File: src/rtl/fc_mac_engine.sv
// Fully-connected layer engine: LANES signed dot products over a streamed job,
// followed by saturation and optional ReLU, with the result held under valid/ready.
module fc_mac_engine #(
  parameter int unsigned DATA_W = 8,
  parameter int unsigned WGT_W  = 8,
  parameter int unsigned LANES  = 3,
  parameter int unsigned ACC_W  = 32,
  parameter int unsigned OUT_W  = 19,
  parameter int unsigned LEN_W  = 10
) (
  input  logic                     clk,
  input  logic                     reset,
  input  logic                     start,
  input  logic [LEN_W-1:0]         len,
  input  logic                     relu_en,
  input  logic                     in_valid,
  output logic                     in_ready,
  input  logic [DATA_W-1:0]        vec1,
  input  logic [LANES*WGT_W-1:0]   vec2,
  output logic                     o_valid,
  input  logic                     o_ready,
  output logic [LANES*OUT_W-1:0]   o,
  output logic                     busy
);

  localparam int unsigned PROD_W = DATA_W + WGT_W;
  localparam logic signed [ACC_W-1:0] SAT_MAX = {{(ACC_W-OUT_W+1){1'b0}}, {(OUT_W-1){1'b1}}};
  localparam logic signed [ACC_W-1:0] SAT_MIN = {{(ACC_W-OUT_W+1){1'b1}}, {(OUT_W-1){1'b0}}};

  typedef enum logic [1:0] {StIdle, StAcc, StHold} state_e;

  state_e                  state_q, state_d;
  logic [LEN_W-1:0]        len_q, len_d;
  logic [LEN_W-1:0]        count_q, count_d;
  logic                    relu_q, relu_d;
  logic [LANES*OUT_W-1:0]  o_q, o_d, o_sat;
  logic signed [ACC_W-1:0] acc_q   [LANES];
  logic signed [ACC_W-1:0] acc_d   [LANES];
  logic signed [ACC_W-1:0] acc_sum [LANES];
  logic signed [ACC_W-1:0] sat     [LANES];
  logic signed [PROD_W-1:0] prod   [LANES];
  logic                    beat, last_beat;

  assign beat      = (state_q == StAcc) && in_valid;
  assign last_beat = beat && (count_q == len_q - LEN_W'(1));

  // Full-precision product, sign-extended into the wrapping accumulator.
  always_comb begin : p_dot
    for (int i = 0; i < LANES; i++) begin
      prod[i]    = $signed(vec1) * $signed(vec2[i*WGT_W +: WGT_W]);
      acc_sum[i] = acc_q[i] + {{(ACC_W-PROD_W){prod[i][PROD_W-1]}}, prod[i]};
    end
  end

  // Clamp first, then ReLU, so a clamped negative still becomes zero.
  always_comb begin : p_sat
    o_sat = '0;
    for (int i = 0; i < LANES; i++) begin
      if (acc_sum[i] > SAT_MAX) begin
        sat[i] = SAT_MAX;
      end else if (acc_sum[i] < SAT_MIN) begin
        sat[i] = SAT_MIN;
      end else begin
        sat[i] = acc_sum[i];
      end
      if (relu_q && sat[i][ACC_W-1]) begin
        sat[i] = '0;
      end
      o_sat[i*OUT_W +: OUT_W] = sat[i][OUT_W-1:0];
    end
  end

  always_comb begin : p_fsm
    state_d = state_q;
    len_d   = len_q;
    relu_d  = relu_q;
    count_d = count_q;
    o_d     = o_q;
    acc_d   = acc_q;
    unique case (state_q)
      StIdle: begin
        if (start) begin
          len_d   = len;
          relu_d  = relu_en;
          count_d = '0;
          for (int i = 0; i < LANES; i++) begin
            acc_d[i] = '0;
          end
          if (len == '0) begin
            o_d     = '0;
            state_d = StHold;
          end else begin
            state_d = StAcc;
          end
        end
      end
      StAcc: begin
        if (beat) begin
          acc_d   = acc_sum;
          count_d = count_q + LEN_W'(1);
          if (last_beat) begin
            o_d     = o_sat;
            state_d = StHold;
          end
        end
      end
      StHold: begin
        if (o_ready) begin
          state_d = StIdle;
        end
      end
      default: state_d = StIdle;
    endcase
  end

  always_ff @(posedge clk or posedge reset) begin
    if (reset) begin
      state_q <= StIdle;
      len_q   <= '0;
      relu_q  <= 1'b0;
      count_q <= '0;
      o_q     <= '0;
      for (int i = 0; i < LANES; i++) begin
        acc_q[i] <= '0;
      end
    end else begin
      state_q <= state_d;
      len_q   <= len_d;
      relu_q  <= relu_d;
      count_q <= count_d;
      o_q     <= o_d;
      acc_q   <= acc_d;
    end
  end

  assign in_ready = (state_q == StAcc);
  assign o_valid  = (state_q == StHold);
  assign busy     = (state_q != StIdle);
  assign o        = o_q;

endmodule

File: config.mk
export PLATFORM = sky130hd
export DESIGN_NAME = fc_mac_engine
export DESIGN_NICKNAME = d
export VERILOG_FILES = /design/src/rtl/fc_mac_engine.sv
export SDC_FILE = /design/constraint.sdc
export NUM_CORES = 1
export LEC_CHECK = 0
export BUFFER_PORTS_ARGS = -buffer_cell sky130_fd_sc_hd__buf_2
export CAP_MARGIN = 30
export CELL_PAD_IN_SITES_DETAIL_PLACEMENT = 2
export CELL_PAD_IN_SITES_GLOBAL_PLACEMENT = 2
export CORE_MARGIN = 1.5
export CORE_UTILIZATION = 40
export CTS_CLUSTER_SIZE = 14
export DETAILED_ROUTE_END_ITERATION = 10
export HOLD_SLACK_MARGIN = 0.12
export PLACE_DENSITY = 0.86
export SYNTH_ARGS = -nofsm -noshare
export SYNTH_HDL_FRONTEND = slang
export SYNTH_SLANG_ARGS = --single-unit
File: constraint.sdc
create_clock -name clk -period 7.02 [get_ports clk]
set_input_delay 0.351 -clock clk [delete_from_list [all_inputs] [get_ports clk]]
set_output_delay 0.351 -clock clk [all_outputs]
set_load 0.03 [all_outputs]
==> impl_metrics.toml, run 1 <==
[clocking]
root_buffer = "clkbuf_16"
htree_levels = 4
post_cts_buffers = 86
ctsResizeCount = 411
clockBufferDepth = 2
clock-sinks = 176
cts_hold_buf = 12
numCtsBuffers = 17

[floorplan]
start_util_pct = 40.8
fp-row-count = 82
fp.dieW_um = 230
io_pins = 108
die_y_um = 230

[synthesis]
synth_area_per_cell_um2 = 8.63
synth_top_area_share_pct = 21.4
synth_area_leaders = "dfrtp_1, fa_1, ha_1, inv_1, nand2_1"
syn_nets = 2796
async_reset_ff_share_pct = 100
synth.most_common_cell = "inv_1"
ys.flop_type = "dfrtp_1"
ys_seq_elements = 176
synth_cell_types = 90
synth-edff-count = 0
yosys-top-cells-count = "inv_1, nand2_1, ha_1, dfrtp_1, fa_1"
yosysTopAreaCell = "dfrtp_1"
synthCells = 2387
syn_area_um2 = 20600
yosys_warnings = 0
synth-seq-area-share_pct = 21.4

[outcome]
status = "stopped before the end"
tool.error = "[ERROR DPL-0033] detailed placement checks failed during check placement."
stop_stage = "clock tree synthesis (4_1_cts)"

[place]
gp_congestion = 0.935
hpwlAfterDp_um = 83400
place_inst = 3550
port_buffers = 107
place_area_um2 = 25700
stage by stage:
step / hold WS, ns / util, % / setup TNS, ns / worst slack [ns]
detailed placement: 0.480 / 50.9 / -140.91 / -2.38
floorplan: 0.435 / - / -21.35 / -0.665
global placement: 0.438 / 50.8 / -65.44 / -1.33
logic make-up after synthesis:
kind of cell             synth area share (%)
multiplexers                            0.316
AND/OR/NAND/NOR                          18.8
XOR/XNOR                                 6.07
buffers and inverters                    7.29
adder cells (fa/ha/maj)                  28.1
AO/OA/AOI/OAI                            18.0
flip-flops                               21.4
==> inputs of run 2 (changes only) <==
==> config.mk (replaced) <==
export PLATFORM = sky130hd
export DESIGN_NAME = fc_mac_engine
export DESIGN_NICKNAME = d
export VERILOG_FILES = /design/src/rtl/fc_mac_engine.sv
export SDC_FILE = /design/constraint.sdc
export NUM_CORES = 1
export LEC_CHECK = 0
export BUFFER_PORTS_ARGS = -buffer_cell sky130_fd_sc_hd__buf_2
export CAP_MARGIN = 30
export CORE_MARGIN = 1.5
export CORE_UTILIZATION = 40
export DETAILED_ROUTE_END_ITERATION = 10
export PLACE_DENSITY_LB_ADDON = 0.15
export SYNTH_ARGS = -nofsm -noshare
export SYNTH_HDL_FRONTEND = slang
export SYNTH_SLANG_ARGS = --single-unit
==> impl_metrics.toml, run 2 <==
[place]
post-place-ws_ns = -1.22
gp_congestion = 0.916
hpwlAfterDp_um = 48700
port_buffers = 107

[cells_and_area]
layout.nets = 3374
largest_reg_flops = 96
area_delta_synth_final_pct = 38.5
regMostFlops = "acc_q"
diodes = 0
layout_commonest_cell = "buf_4"
drive_above_1_share_pct = 33.4
final_cell_mix = "buf_4, inv_1, nand2_1, dfrtp_1, fa_1"

[global_routing]
track_usage_pct = 24.2
grt_pass1_wl_um = 103000
overflow = 0
antenna_found_initial = 0
grt_max_degree = 118
first_global_vias = 19961

[critical_path]
critical-path-max-stage-delay_ns = 0.57
end_kind = "flop"
crit_path_max_fanout = 7
path_class = "input pin to flop"
arrival_ns = 7.75
critPathBufInv = 6
required_ns = 7.41
cpMaxStageDelayCell = "fa_1"
crit_family = "adder cells"
crit_path_start_kind = "input pin"

[outcome]
status = "finished, violations left"
violations = "setup timing"

[timing]
worst_pin_slew_ns = 0.973
drv_slew = 0
max_slew_margin_pct = 35.1
hold_viol = 0
fin_skew_ns = 0.0194
min_period_ns = 7.36
setup_ws_ns = -0.341
max_freq_mhz = 136
rsz0062_at_grt = "yes"
setup_viol = 38
fin_crit_sh_pct = 105

[floorplan]
start_util_pct = 40.8
design.die.area_um2 = 52900
fp-row-count = 82
fp.dieW_um = 230
die_y_um = 230
io_pins = 108
core_um2 = 50500

[synthesis]
syn_nets = 2796
syn_area_um2 = 20600
async_reset_ff_share_pct = 100
yosys-top-cells-count = "inv_1, nand2_1, ha_1, dfrtp_1, fa_1"
ys_seq_elements = 176
synth_area_leaders = "dfrtp_1, fa_1, ha_1, inv_1, nand2_1"
synth.most_common_cell = "inv_1"
synth_cell_types = 90
synth-edff-count = 0
yosys_warnings = 0
synthCells = 2387
synth_area_per_cell_um2 = 8.63
yosysTopAreaCell = "dfrtp_1"
ys.flop_type = "dfrtp_1"
synth_top_area_share_pct = 21.4
synth-seq-area-share_pct = 21.4

[route]
first_pass_iters = 6
ant_nets = 0
wl_per_cell_um = 17.4
drt_iter0_drc = 782
vias = 19167
post_drt_via_cell_ratio = 5.25
wl_um = 63700
drc_errors = 0

[clocking]
htree_levels = 4
root_buffer = "clkbuf_16"
numCtsBuffers = 17
cts_tree = "done"
clk_latency_ns = 0.51
path_clk_slew_ns = 0.07
clockBufferDepth = 2
cts_hold_buf = 0
clock-sinks = 176

[worst_hold_path]
min_path_type = "input pin to asynchronous set/reset pin"

[run]
maxCapViolCount = 0
-- run 2: cell counts after synthesis --
No cell type changed its count.
-- run 2: layer usage --
metal | share of wire, % | global-route usage [%]
met2 | 51 | 42.8
met1 | 44 | 30.8
met3 | 2.4 | 3.08
met4 | 2.3 | 6.90
met5 | 0 | 0
-- run 2: cell families (layout without fill, tap and decap cells) --
group,after synthesis,in the layout,share of synthesized area [%]
and+or+nand+nor,762,762,18.8
DFF,176,176,21.4
AOI/OAI and AO/OA,554,554,18.0
muxes,6,6,0.316
buffers and inverters,386,977,7.29
xor gates and xnor gates,142,142,6.07
adders and majority gates,361,361,28.1
-- run 2: path summary, 6_finish.rpt --
kind	start	endpoint	slack, ns	cells past startpoint
worst max-delay path	vec2[13]	o[21]	-0.34	35
worst min-delay path	reset	o[11]	0.009	2
worst max register to register	acc_q[64]	o[7]	2.73	20
worst min register to register	relu_q	o[56]	0.46	1
max in group asynchronous	reset	acc_q[16]	5.73	3
min in group clk	relu_en	relu_q	0.05	3
-- run 2: per-stage QoR --
stage	utilization (%)	cell area, um^2	cells	hold WS (ns)	setup TNS [ns]
floorplan	-	21100	2387	0.435	-21.35
global route	56.5	28500	3650	0.0499	-21.68
detailed placement	50.8	25600	3554	0.453	-62.63
finish	56.5	28500	3650	0.00896	-10.53
global placement	50.8	25600	3554	0.447	-58.54
CTS	54.2	27300	3621	0.0226	-4.96
-- run 2: what timing repair did --
item,4_1_cts,5_1_grt
setup endpoints to repair,56,58
gates cloned,6,3
buffers inserted,29,31
gates resized for setup,173,197
pin swaps,92,134
-- run 2: area by class of cell --
cell class                      instances  area [um^2]
Fill cell                            4597        22000
Tap cell                              672          841
Clock buffer                           18          439
Multi-Input combinational cell       1825        16400
Sequential cell                       176         4400
Inverter                              293         1110
Timing Repair Buffer                  652         5110
Clock inverter                         14          175
Power of run 2 is left out: the tool's default activity adds up to more than one toggle a clock period on the data nets, which glitch-free logic cannot reach.
